--- src/rtl/video_timing_gen_if.sv ---
// Signal bundle between the raster timing generator and its consumers
// (framebuffer read port, output encoder, pixel-rate enable source).
interface video_timing_gen_if #(
  parameter int H_W    = 12,
  parameter int V_W    = 11,
  parameter int ADDR_W = 19
);
  logic              iEn;
  logic              oDE;
  logic              oHS;
  logic              oVS;
  logic [H_W-1:0]    oX;
  logic [V_W-1:0]    oY;
  logic [ADDR_W-1:0] oAddr;
  logic              oFrameStart;
  logic              oLineStart;

  modport master (
    input  iEn,
    output oDE, oHS, oVS, oX, oY, oAddr, oFrameStart, oLineStart
  );

  modport slave (
    output iEn,
    input  oDE, oHS, oVS, oX, oY, oAddr, oFrameStart, oLineStart
  );
endinterface

--- src/rtl/video_timing_gen.sv ---
// Parametrised raster timing generator: DE/HSYNC/VSYNC, pixel coordinates,
// line/frame strobes and a multiplier-free upscaling framebuffer address.
module video_timing_gen #(
  parameter int H_VA     = 640,
  parameter int H_FP     = 16,
  parameter int H_SP     = 96,
  parameter int H_BP     = 48,
  parameter int V_VA     = 480,
  parameter int V_FP     = 10,
  parameter int V_SP     = 2,
  parameter int V_BP     = 33,
  parameter int HS_POL   = 0,
  parameter int VS_POL   = 0,
  parameter int SCALE_SH = 0,
  parameter int H_W      = 12,
  parameter int V_W      = 11,
  parameter int ADDR_W   = 19
) (
  input  logic              iClk,
  input  logic              iRst,
  video_timing_gen_if.master vid
);

  localparam int H_TOT = H_VA + H_FP + H_SP + H_BP;
  localparam int V_TOT = V_VA + V_FP + V_SP + V_BP;

  if (SCALE_SH < 0 || SCALE_SH > 3) begin : g_bad_scale
    $error("video_timing_gen: SCALE_SH must be 0..3");
  end
  if ((H_VA % (1 << SCALE_SH)) != 0 || (V_VA % (1 << SCALE_SH)) != 0) begin : g_bad_div
    $error("video_timing_gen: H_VA and V_VA must be divisible by 2^SCALE_SH");
  end
  if (64'((H_VA >> SCALE_SH) * (V_VA >> SCALE_SH)) > (64'(1) << ADDR_W)) begin : g_bad_addr
    $error("video_timing_gen: framebuffer does not fit in ADDR_W");
  end
  if (64'(H_TOT - 1) >= (64'(1) << H_W) || 64'(V_TOT - 1) >= (64'(1) << V_W)) begin : g_bad_cnt
    $error("video_timing_gen: counter width too small for the raster totals");
  end

  // Thresholds kept 32-bit unsigned so a zero-width porch cannot overflow the counter width.
  localparam logic [31:0]       H_ACT_U   = 32'(H_VA);
  localparam logic [31:0]       HS_BEG_U  = 32'(H_VA + H_FP);
  localparam logic [31:0]       HS_END_U  = 32'(H_VA + H_FP + H_SP);
  localparam logic [31:0]       V_ACT_U   = 32'(V_VA);
  localparam logic [31:0]       V_ROWS_U  = 32'(V_VA - 1);
  localparam logic [31:0]       VS_BEG_U  = 32'(V_VA + V_FP);
  localparam logic [31:0]       VS_END_U  = 32'(V_VA + V_FP + V_SP);
  localparam logic [H_W-1:0]    H_LAST    = H_W'(H_TOT - 1);
  localparam logic [V_W-1:0]    V_LAST    = V_W'(V_TOT - 1);
  localparam logic [V_W-1:0]    S_MASK    = V_W'((1 << SCALE_SH) - 1);
  localparam logic [ADDR_W-1:0] ROW_STEP  = ADDR_W'(H_VA >> SCALE_SH);
  localparam logic              HS_ACT    = (HS_POL != 0);
  localparam logic              VS_ACT    = (VS_POL != 0);

  logic [H_W-1:0]    h_cnt_q, h_cnt_d;
  logic [V_W-1:0]    v_cnt_q, v_cnt_d;
  logic [ADDR_W-1:0] row_base_q, row_base_d;
  logic              de_q, de_d, hs_q, hs_d, vs_q, vs_d;
  logic [H_W-1:0]    x_q, x_d;
  logic [V_W-1:0]    y_q, y_d;
  logic [ADDR_W-1:0] addr_q, addr_d;
  logic              fs_q, fs_d, ls_q, ls_d;

  logic h_last, v_last, active, in_hs, in_vs, row_adv;

  always_comb begin
    h_last  = (h_cnt_q == H_LAST);
    v_last  = (v_cnt_q == V_LAST);
    active  = (32'(h_cnt_q) < H_ACT_U) && (32'(v_cnt_q) < V_ACT_U);
    in_hs   = (32'(h_cnt_q) >= HS_BEG_U) && (32'(h_cnt_q) < HS_END_U);
    in_vs   = (32'(v_cnt_q) >= VS_BEG_U) && (32'(v_cnt_q) < VS_END_U);
    // Advance the row base only after the last replicated copy of a framebuffer row.
    row_adv = (32'(v_cnt_q) < V_ROWS_U) && ((v_cnt_q & S_MASK) == S_MASK);

    h_cnt_d    = h_cnt_q;
    v_cnt_d    = v_cnt_q;
    row_base_d = row_base_q;
    de_d       = de_q;
    hs_d       = hs_q;
    vs_d       = vs_q;
    x_d        = x_q;
    y_d        = y_q;
    addr_d     = addr_q;
    fs_d       = 1'b0;
    ls_d       = 1'b0;

    if (vid.iEn) begin
      h_cnt_d = h_last ? '0 : h_cnt_q + H_W'(1);
      if (h_last) begin
        v_cnt_d = v_last ? '0 : v_cnt_q + V_W'(1);
        if (v_last)       row_base_d = '0;
        else if (row_adv) row_base_d = row_base_q + ROW_STEP;
      end
      de_d   = active;
      hs_d   = in_hs ? HS_ACT : ~HS_ACT;
      vs_d   = in_vs ? VS_ACT : ~VS_ACT;
      x_d    = h_cnt_q;
      y_d    = v_cnt_q;
      addr_d = active ? row_base_q + ADDR_W'(h_cnt_q >> SCALE_SH) : '0;
      fs_d   = (h_cnt_q == '0) && (v_cnt_q == '0);
      ls_d   = (h_cnt_q == '0);
    end
  end

  always_ff @(posedge iClk) begin
    if (iRst) begin
      h_cnt_q    <= '0;
      v_cnt_q    <= '0;
      row_base_q <= '0;
      de_q       <= 1'b0;
      hs_q       <= ~HS_ACT;
      vs_q       <= ~VS_ACT;
      x_q        <= '0;
      y_q        <= '0;
      addr_q     <= '0;
      fs_q       <= 1'b0;
      ls_q       <= 1'b0;
    end else begin
      h_cnt_q    <= h_cnt_d;
      v_cnt_q    <= v_cnt_d;
      row_base_q <= row_base_d;
      de_q       <= de_d;
      hs_q       <= hs_d;
      vs_q       <= vs_d;
      x_q        <= x_d;
      y_q        <= y_d;
      addr_q     <= addr_d;
      fs_q       <= fs_d;
      ls_q       <= ls_d;
    end
  end

  assign vid.oDE         = de_q;
  assign vid.oHS         = hs_q;
  assign vid.oVS         = vs_q;
  assign vid.oX          = x_q;
  assign vid.oY          = y_q;
  assign vid.oAddr       = addr_q;
  assign vid.oFrameStart = fs_q;
  assign vid.oLineStart  = ls_q;

endmodule
--- src/flat_wrapper.sv ---
// flat-port wrapper written by rule: the top's interface ports become plain ports
module video_timing_gen_flat 
#(
  parameter int H_VA     = 640,
  parameter int H_FP     = 16,
  parameter int H_SP     = 96,
  parameter int H_BP     = 48,
  parameter int V_VA     = 480,
  parameter int V_FP     = 10,
  parameter int V_SP     = 2,
  parameter int V_BP     = 33,
  parameter int HS_POL   = 0,
  parameter int VS_POL   = 0,
  parameter int SCALE_SH = 0,
  parameter int H_W      = 12,
  parameter int V_W      = 11,
  parameter int ADDR_W   = 19
)
  (iClk, iRst, vid_iEn, vid_oDE, vid_oHS, vid_oVS, vid_oX, vid_oY, vid_oAddr, vid_oFrameStart, vid_oLineStart);
  video_timing_gen_if #(.H_W(H_W), .V_W(V_W), .ADDR_W(ADDR_W)) vid_i ();
  input  logic iClk;
  input  logic iRst;
  input wire logic [$bits(vid_i.iEn)-1:0] vid_iEn;
  output wire logic [$bits(vid_i.oDE)-1:0] vid_oDE;
  output wire logic [$bits(vid_i.oHS)-1:0] vid_oHS;
  output wire logic [$bits(vid_i.oVS)-1:0] vid_oVS;
  output wire logic [$bits(vid_i.oX)-1:0] vid_oX;
  output wire logic [$bits(vid_i.oY)-1:0] vid_oY;
  output wire logic [$bits(vid_i.oAddr)-1:0] vid_oAddr;
  output wire logic [$bits(vid_i.oFrameStart)-1:0] vid_oFrameStart;
  output wire logic [$bits(vid_i.oLineStart)-1:0] vid_oLineStart;
  assign vid_i.iEn = vid_iEn;
  assign vid_oDE = vid_i.oDE;
  assign vid_oHS = vid_i.oHS;
  assign vid_oVS = vid_i.oVS;
  assign vid_oX = vid_i.oX;
  assign vid_oY = vid_i.oY;
  assign vid_oAddr = vid_i.oAddr;
  assign vid_oFrameStart = vid_i.oFrameStart;
  assign vid_oLineStart = vid_i.oLineStart;
  video_timing_gen #(.H_VA(H_VA), .H_FP(H_FP), .H_SP(H_SP), .H_BP(H_BP), .V_VA(V_VA), .V_FP(V_FP), .V_SP(V_SP), .V_BP(V_BP), .HS_POL(HS_POL), .VS_POL(VS_POL), .SCALE_SH(SCALE_SH), .H_W(H_W), .V_W(V_W), .ADDR_W(ADDR_W)) u_core (.iClk(iClk), .iRst(iRst), .vid(vid_i));
endmodule
--- config.mk ---
export PLATFORM = sky130hd
export DESIGN_NAME = video_timing_gen_flat
export DESIGN_NICKNAME = d
export VERILOG_FILES = /design/src/rtl/video_timing_gen_if.sv /design/src/rtl/video_timing_gen.sv /design/src/flat_wrapper.sv
export SDC_FILE = /design/constraint.sdc
export NUM_CORES = 1
export LEC_CHECK = 0
export BUFFER_PORTS_ARGS = -buffer_cell sky130_fd_sc_hd__buf_2
export CAP_MARGIN = 20
export CORE_ASPECT_RATIO = 1.4
export CORE_UTILIZATION = 55
export CTS_BUF_LIST = sky130_fd_sc_hd__clkbuf_16
export CTS_CLUSTER_SIZE = 30
export DETAILED_ROUTE_END_ITERATION = 12
export PLACE_DENSITY = 0.88
export SYNTH_ARGS = -nofsm -noshare
export SYNTH_HDL_FRONTEND = slang
export SYNTH_SLANG_ARGS = --single-unit
--- constraint.sdc ---
create_clock -name iClk -period 2.2 [get_ports iClk]
set_input_delay 0.44 -clock iClk [delete_from_list [all_inputs] [get_ports iClk]]
set_output_delay 0.44 -clock iClk [all_outputs]
set_load 0.02 [all_outputs]
==> run_results.csv <==
group,metric,value,unit
synthesis,ys_ff_latch,82,
global_routing,overflow,0,
sta,maxSlewViolCount,0,
worst_setup_path,endpoint_kind,"register",
sta,setup_tns,0,ns
sta,finalCritPeriodShare,0.9328,
die,die_area,7409,sq um
worst_setup_path,critPathTopFamily,"simple AND/OR/NAND/NOR gates",
die,coreArea,6700,sq um
clock_tree,ctsHoldBuffers,0,
worst_setup_path,rr_endpoint,"u_core.v_cnt_q[7]",
synthesis,synthArstFlopShare,0,
clock_tree,clk_latency,0.33,ns
global_routing,grt.total_usage,0.2623,
global_routing,grtUsageMet3,0.06567,
worst_setup_path,path_class,"reg2reg",
pwr,seq_power_share,0.457,
synthesis,synth_edf_count,0,
sta,post-route-min-period,2.052,ns
die,initial_core_util,0.5798,
cells_and_area,final_layout_size_suffix_gt1_frac,0.1822,
clock_tree,clk_path_buf_depth,2,
worst_setup_path,start_kind,"register",
die,pin_count,50,
synthesis,synth_nets,456,
clock_tree,cts_tree,"done",
pwr,clockPowerShare,0.508,
worst_setup_path,reg2reg_depth,7,
worst_setup_path,path_cells,"ha_1 -> and4_4 -> nand4_4 -> buf_4 -> nor4_1 -> xnor2_1 -> nor2_1",
worst_setup_path,r2r_slack,0.15,ns
worst_setup_path,critPathMaxFanout,12,
clock_tree,cts-buffers-inserted,9,
synthesis,synth-seq-area-share,0.4225,
job,cap_violations,0,
outcome,status,"finished clean",
worst_setup_path,slowest_stage,"dfxtp_1",
pwr,comb_power_share,0.036,
placement,place_ws,0.1882,ns
die,die_w,73.03,microns
drt,drt_pass1_iterations,7,
clock_tree,postCtsResizedCells,0,
placement,place_congestion,0.9269,
min_path,hold_class,"reg2reg",
synthesis,synthFlopType,"dfxtp_1",
cells_and_area,diodes,0,
global_routing,grtUsageMet1,0.3064,
min_path,hold-path-cell-count,2,
drt,detail-route-antenna-nets,0,
pwr,p_sw_frac,0.2004,
drt,via_per_inst,5.799,
synthesis,synth_cells,441,
placement,port_buffers,49,
pwr,switchingPower,659.1,uW
drt,wl_per_cell,15.49,microns
worst_setup_path,cp_num_buf_inv,1,
global_routing,antenna_found_initial,0,
drt,wl,9076,microns
placement,dpl.hpwl,6306,microns
min_path,min_to,"u_core.vid.oAddr[3]",
synthesis,synth.most_common_cell,"dfxtp_1",
pwr,p_int,2.630,mW
sta,setup_ws,0.1479,ns
global_routing,busiest_layer,"met2",
drt,vias,3398,
drt,drc,0,
pwr,leakage,1.928,nW
clock_tree,htreeDepth,3,
worst_setup_path,worstSetupStartpoint,"u_core.h_cnt_q[0]",
worst_setup_path,cp_data_arrival_time,2.27,ns
sta,tightest_slew,0.7349,ns
synthesis,post-synth-top-area-cell,"dfxtp_1",
synthesis,synth_top_area_share,0.4225,
sta,hold_viol_final,0,
synthesis,synth_common_cells,"dfxtp_1 (82), nor2_1 (71), nand2_1 (34)",
sta,rsz0062_at_grt,"no",
synthesis,syn_area_per_cell,8.809,sq um
clock_tree,cts.sinks,82,
die,row_count,35,
synthesis,ys_warn_count,0,
pwr,power.density,719.6,nW/um^2
min_path,hold_path_startpoint,"u_core.vid.oAddr[3]",
clock_tree,postCtsSetupBuffers,0,
die,die_h,101.4,microns
clock_tree,cts-root-buf,"clkbuf_16",
global_routing,grt_pass1_vias,3215,
sta,setup_violations,0,
global_routing,grt_pass1_wl,14970,microns
worst_setup_path,required,2.42,ns
worst_setup_path,cpPeakStageDelay,0.41,ns
sta,fmax,487.3,MHz
cells_and_area,syn_to_final_growth,17.65,%
global_routing,use_met2,0.4323,
worst_setup_path,rr_startpoint,"u_core.h_cnt_q[0]",
clock_tree,clkTransAtPathRegs,0.06,ns
cells_and_area,nNetsFinal,504,
pwr,ir_drop,0.4756,mV
sta,relSlewSlack,0.5059,
sta,skew,0.006872,ns
drt,initialDrtViolationCount,265,
synthesis,netlist_area,3885,sq um
global_routing,grt_max_degree,29,
synthesis,synth_cell_types,52,
synthesis,synth.area.top_cells,"dfxtp_1 (42%), nor2_1 (6.9%), mux2i_1 (5.9%), xnor2_1 (5.9%), ha_1 (3.9%)",
layout by cell type (no fill, tap or decap), drive strengths merged, types with 5 or more instances in the layout:
| cell | count |
|---|---|
| inv | 14 |
| a22o | 8 |
| nor2 | 71 |
| xnor2 | 26 |
| a21oi | 25 |
| clkbuf | 9 |
| nand2 | 34 |
| a211oi | 5 |
| nor3 | 12 |
| nand4 | 10 |
| nor4 | 6 |
| dfxtp | 82 |
| buf | 65 |
| ha | 12 |
| o21ai | 6 |
| xor2 | 13 |
| mux2i | 23 |
| nand3 | 22 |
kinds of logic after synthesis:
logic type,Yosys count,synth area share
AO/OA/AOI/OAI,67,0.1240
XOR/XNOR,39,0.08792
adder cells (fa/ha/maj),12,0.03865
buffers and inverters,42,0.04637
flip-flops,82,0.4225
multiplexers,23,0.05926
other,1,0.0009653
AND/OR/NAND/NOR,175,0.2203
through the flow:
step	area (sq um)	util	hold slack, ns	power (mW)	std cells
floorplan	3885	-	0.4754	1.615	441
global placement	4238	0.6325	0.4478	1.647	570
detailed placement	4238	0.6325	0.4511	1.649	570
CTS	4571	0.6822	0.4602	3.300	586
global route	4571	0.6822	0.4827	3.377	586
finish	4571	0.6822	0.4589	3.289	586
worst max-delay path by stage:
stage | end | cells after the start
after floorplan | u_core.row_base_q[15] | 6
after global placement | u_core.v_cnt_q[9] | 7
after detailed placement | u_core.v_cnt_q[7] | 7
after CTS | u_core.v_cnt_q[7] | 7
after global routing | u_core.v_cnt_q[9] | 7
final | u_core.v_cnt_q[7] | 7
layer usage:
metal,part of all wire,vias to the layer above
li1,-,1628
met1,0.40,1595
met2,0.50,141
met3,0.057,34
met4,0.035,0
met5,0,-
layout make-up:
type                    count  area (sq um)
well taps                  92         115.1
multi-input cells         317          2063
inverters                  14         52.55
flip-flops and latches     82          1642
repair buffers             65         365.4
clock buffers               9         225.2
clock inverters             7         107.6
fillers                   497          2130
registers in the layout, indices dropped and copies added, names as in the netlist:
register,flops
u_core.h_cnt_q,12
u_core.row_base_q,12
u_core.v_cnt_q,11
u_core.vid.oAddr,19
u_core.vid.oDE,1
u_core.vid.oFrameStart,1
u_core.vid.oHS,1
u_core.vid.oLineStart,1
u_core.vid.oVS,1
u_core.vid.oX,12
u_core.vid.oY,11
worst register-to-register path, delay by kind of cell, from the launching register on:
family                     cells  cell delay (ns)
and+or+nand+nor                4             0.90
DFF                            1             0.41
buffers and inverters          1             0.25
xor gates and xnor gates       1             0.16
adders and majority gates      1             0.22
power by group through the flow:
stage               clock network (mW)  logic [mW]  registers [mW]
floorplan                            0      0.0714            1.54
CTS                               1.68       0.117            1.50
detailed placement                   0       0.115            1.53
global placement                     0       0.113            1.53
finish                            1.67       0.118            1.50
global route                      1.75       0.130            1.50
No activity file was read; power rests on OpenSTA's default activity.
